==> src/rtl/exhaustive_stim_gen.sv <==
// Exhaustive-sweep stimulus engine: walks every N_IN-bit input vector, samples the DUT
// response and folds it into a CRC signature. Define GRAY_ORDER_EN for Gray-order stimulus.
module exhaustive_stim_gen #(
    parameter int                N_IN  = 4,
    parameter int                N_OUT = 2,
    parameter int                HOLD  = 20,
    parameter int                SIG_W = 16,
    parameter logic [SIG_W-1:0]  POLY  = 16'h1021
) (
    input  logic                    clk,
    input  logic                    rst_n,
    input  logic                    start,
    input  logic                    abort,
    input  logic [N_OUT-1:0]        dut_out,
    output logic [N_IN-1:0]         stim,
    output logic [N_IN-1:0]         vec_idx,
    output logic                    busy,
    output logic                    done,
    output logic                    sample_valid,
    output logic [N_IN+N_OUT-1:0]   sample_data,
    output logic [SIG_W-1:0]        signature
);
    localparam int SD_W = N_IN + N_OUT;
    localparam int HC_W = (HOLD > 1) ? $clog2(HOLD) : 1;
    localparam logic [HC_W-1:0] HC_LAST  = HC_W'(HOLD - 1);
    localparam logic [N_IN-1:0] IDX_LAST = {N_IN{1'b1}};

    localparam logic [1:0] S_IDLE  = 2'd0;
    localparam logic [1:0] S_DRIVE = 2'd1;
    localparam logic [1:0] S_DONE  = 2'd2;

    logic [1:0]       state;
    logic [HC_W-1:0]  hold_cnt;
    logic [SIG_W-1:0] sig_next;
    logic [SIG_W-1:0] sample_ext;

    function automatic logic [N_IN-1:0] to_stim(input logic [N_IN-1:0] idx);
`ifdef GRAY_ORDER_EN
        return idx ^ (idx >> 1);
`else
        return idx;
`endif
    endfunction

    // Shift-with-feedback, then fold in the zero-extended sample.
    always_comb begin
        sample_ext           = '0;
        sample_ext[SD_W-1:0] = {stim, dut_out};
        sig_next = {signature[SIG_W-2:0], 1'b0} ^ (signature[SIG_W-1] ? POLY : '0) ^ sample_ext;
    end

    always_ff @(posedge clk or negedge rst_n) begin
        if (!rst_n) begin
            state        <= S_IDLE;
            hold_cnt     <= '0;
            vec_idx      <= '0;
            stim         <= '0;
            busy         <= 1'b0;
            done         <= 1'b0;
            sample_valid <= 1'b0;
            sample_data  <= '0;
            signature    <= '0;
        end else begin
            sample_valid <= 1'b0;
            if (abort) begin
                // Abort outranks start and suppresses any sample due on this edge.
                state    <= S_IDLE;
                hold_cnt <= '0;
                vec_idx  <= '0;
                stim     <= '0;
                busy     <= 1'b0;
                done     <= 1'b0;
            end else begin
                case (state)
                    S_IDLE, S_DONE: begin
                        if (start) begin
                            state     <= S_DRIVE;
                            hold_cnt  <= '0;
                            vec_idx   <= '0;
                            stim      <= to_stim('0);
                            signature <= '0;
                            busy      <= 1'b1;
                            done      <= 1'b0;
                        end
                    end
                    S_DRIVE: begin
                        if (hold_cnt == HC_LAST) begin
                            sample_valid <= 1'b1;
                            sample_data  <= {stim, dut_out};
                            signature    <= sig_next;
                            hold_cnt     <= '0;
                            if (vec_idx == IDX_LAST) begin
                                // Final vector: stim and vec_idx stay on it through DONE.
                                state <= S_DONE;
                                busy  <= 1'b0;
                                done  <= 1'b1;
                            end else begin
                                vec_idx <= vec_idx + 1'b1;
                                stim    <= to_stim(vec_idx + 1'b1);
                            end
                        end else begin
                            hold_cnt <= hold_cnt + 1'b1;
                        end
                    end
                    default: state <= S_IDLE;
                endcase
            end
        end
    end
endmodule

==> config.mk <==
export PLATFORM = sky130hd
export DESIGN_NAME = exhaustive_stim_gen
export DESIGN_NICKNAME = d
export VERILOG_FILES = /design/src/rtl/exhaustive_stim_gen.sv
export SDC_FILE = /design/constraint.sdc
export NUM_CORES = 1
export LEC_CHECK = 0
export ABC_AREA = 1
export BUFFER_PORTS_ARGS = -buffer_cell sky130_fd_sc_hd__buf_2
export CORE_MARGIN = 2
export CORE_UTILIZATION = 50
export DETAILED_ROUTE_END_ITERATION = 7
export PLACE_DENSITY = 0.76
export SLEW_MARGIN = 20
export SYNTH_ARGS = -nofsm -noshare
export SYNTH_HDL_FRONTEND = slang
export SYNTH_SLANG_ARGS = --single-unit
==> constraint.sdc <==
create_clock -name clk -period 3.6 [get_ports clk]
set_input_delay 0.18 -clock clk [delete_from_list [all_inputs] [get_ports clk]]
set_output_delay 0.18 -clock clk [all_outputs]
set_load 0.005 [all_outputs]
==> results.md <==
- Outcome: complete, but fails checks
- Failing checks: hold timing
- Most frequent cells in the layout: nand2_1 (65), buf_2 (38), dfrtp_1 (36), nand3_1 (18), o21ai_2 (15)
- Post-synthesis sequential element count: 36
- Design Area, Final: 2125 µm²
- DR DRC count: 0
- Antenna violations before repair: 0
- Area of the core: 3606 µm²
- Worst-path maximum fanout: 31
- Diodes inserted: 0
- CTS Root Cell: clkbuf_8
- Gpl congestion: 0.7883
- Sequential area share after synthesis: 48.48%
- CP Capture Type: register
- Max VDD drop: 0.0003654 V
- CP max stage delay: 0.73 ns
- Row count: 22
- Maximum clock frequency: 484.4 MHz
- Critical Path RT: 3.81 ns
- Worst R2R Path Depth: 8
- Vias in the first global route: 1378
- Final WL: 3527 µm
- H-tree levels: 2
- Vias per cell: 4.905
- WP depth: 8
- Clock skew: 0.003057 ns
- Setup ws final: 1.536 ns
- CTS resizes: 0
- Slowest CP cell: nor2_4
- Detailed Place HPWL: 2479 µm
- Initial core utilization: 51.53%
- Synth Flop Type: dfrtp_1
- Clock buffer depth: 2
- Max-slew violations: 0
- Largest net degree at the start of global routing: 37
- Syn_area_per_cell: 8.764 µm²
- Clock sinks: 36
- XOR/XNOR Fraction of Synth Area: 0.9428%
- Min cycle time layout: 2.064 ns
- Max-slew headroom at the worst pin: 35.34%
- TritonCTS clock tree: built
- 1st-pass router iterations: 4
- Mapped Cells: 212
- Setup TNS: 0 ns
- Synth async-reset ratio: 100.0%
- Detailed-route via count: 1447
- Largest family of logic cells by synthesized area: simple AND/OR/NAND/NOR gates
- Global Route Usage Sum: 18.89%
- Cts bufs inserted: 5
- Fin crit share: 57.34%
- Clock transition at path regs: 0.07 ns
- Port Buffers: 38
- IO Pins: 39
- DRT iter0 DRCs: 86
- First-pass GRT wire length: 6099 µm
- Unrepaired setup endpoints after global routing: no
- Slew @ Worst Pin: 0.9676 ns
- Power per cell area: 615.4 nW/µm²
- Post-CTS setup buffers: 0
- Yosys Warn Count: 0
- Share of layout cells above drive strength 1: 36.44%
- Post-synthesis mux area share: 0%
- Arr. time, crit path: 2.28 ns
- Crit path launch type: register
- Synth Area in Adders: 1.347%
- CP startpoint: hold_cnt[0]$_DFFE_PN0P_
- R2R Path Start: hold_cnt[0]$_DFFE_PN0P_
- Synth Area in Compound Gates: 10.37%
- Buf+Inv Stages, Crit Path: 1
- Post-synth EDFFs: 0
- Max_cap viols: 0
- Worst path top cell family by delay: simple AND/OR/NAND/NOR gates
- Hold Fails Final Rpt: 36
- Final ANT Viol Nets: 0
- Post-Syn Area: 1858 µm²
- Post-synth cell types: 25
- Post-CTS Hold Fix Bufs: 0
- Die width: 64.96 µm
- Synth Area in Simple Gates: 32.32%
- Syn nets: 220
- Clock Latency Late Sink: 0.28 ns
- Pre-CTS setup slack: 1.559 ns
- Reg2Reg Setup Slack: 1.54 ns
- Die Span Y: 64.96 µm
- Full die area: 4220 µm²
- Most frequent CP cell: nand2_1
- Most common cell after layout, fill and taps aside: nand2_1
- Hold slack: -0.02601 ns
- Crit path cell chain: ha_1 -> inv_1 -> nor2_1 -> nand2_1 -> nor2_8 -> nor2_4 -> nand2_1 -> o21ai_2
- Leakage: 1.162 nW
- Grt ovf: 0
- Fin nets: 255
- HP Class: in2async
- Final setup fails: 0
- Critical path type: reg2reg
- Routed length per instance: 11.96 µm
- Placed Area: 2028 µm²
- Area Overhead vs Synth: 14.34%
==> synth_stat cells, types with 3 or more instances <==
cell type,number,area share (%)
nand2_1,65,13
nand2_2,14,4.7
or2_2,8,2.7
nor2_1,10,2.0
nand4_1,4,1.3
o21ai_2,15,7.1
o21ai_0,5,1.3
dfrtp_1,36,48
inv_1,9,1.8
buf_4,5,2.0
buf_6,3,1.8
nand3_1,18,4.8
==> layer usage <==
metal / part of all wire, % / global-route usage (%) / vias to the layer above / routed length, µm
met5: 0 / 0 / - / 0
met4: 2.0 / 8.245 / 0 / 70
met3: 4.8 / 6.076 / 6 / 169
met2: 47 / 31.19 / 32 / 1641
met1: 47 / 22.50 / 663 / 1645
li1: - / - / 746 / -
==> final timing paths <==
path | to
min in group clk | sample_data[0]$_DFFE_PN0P_
hold / removal | sample_data[1]$_DFFE_PN0P_
hold reg to reg | done$_DFFE_PN0P_
setup / recovery | signature[4]$_DFFE_PN0P_
max in group asynchronous | busy$_DFFE_PN0P_
setup reg to reg | signature[4]$_DFFE_PN0P_
==> cell families (layout without fill, tap and decap cells) <==
family,Yosys count,count (layout)
AO/OA/AOI/OAI,26,26
buffers and inverters,21,56
XOR/XNOR,2,2
adder cells (fa/ha/maj),2,2
flip-flops,36,36
AND/OR/NAND/NOR,125,125
==> worst reg2reg max path, cell delays in order (launching register included) <==
cell	delay, ns
dfrtp_1	0.41
ha_1	0.24
inv_1	0.06
nor2_1	0.04
nand2_1	0.20
nor2_8	0.07
nor2_4	0.73
nand2_1	0.15
o21ai_2	0.09
==> report_power, final <==
group          total (mW)  switching [mW]  internal [mW]
clock network       0.300           0.130          0.170
registers           0.581          0.0947          0.486
logic               0.426           0.256          0.171
total                1.31           0.481          0.827
==> sequential cells by signal, indices dropped and copies added (netlist names) <==
| signal | count |
|---|---|
| vec_idx | 4 |
| state | 2 |
| sample_data | 6 |
| signature | 16 |
| hold_cnt | 5 |
| busy | 1 |
| sample_valid | 1 |
| done | 1 |
==> final cells by class <==
class	count	area, µm²
Fill cell	331	1481
Sequential cell	36	900.9
Multi-Input combinational cell	155	835.8
Timing Repair Buffer	38	190.2
Clock buffer	7	96.34
Tap cell	48	60.06
Inverter	11	41.29
==> metrics by stage <==
stage / power (mW) / cells / utilization (%) / hold slack [ns]
finish: 1.308 / 295 / 58.92 / -0.02601
global route: 1.408 / 295 / 58.92 / 0.03832
CTS: 1.326 / 295 / 58.92 / 0.009329
detailed placement: 1.019 / 288 / 56.25 / 0.3122
global placement: 1.011 / 288 / 56.25 / 0.3094
floorplan: 0.8995 / 212 / - / -0.1156
(Power assumes the default switching activity.)
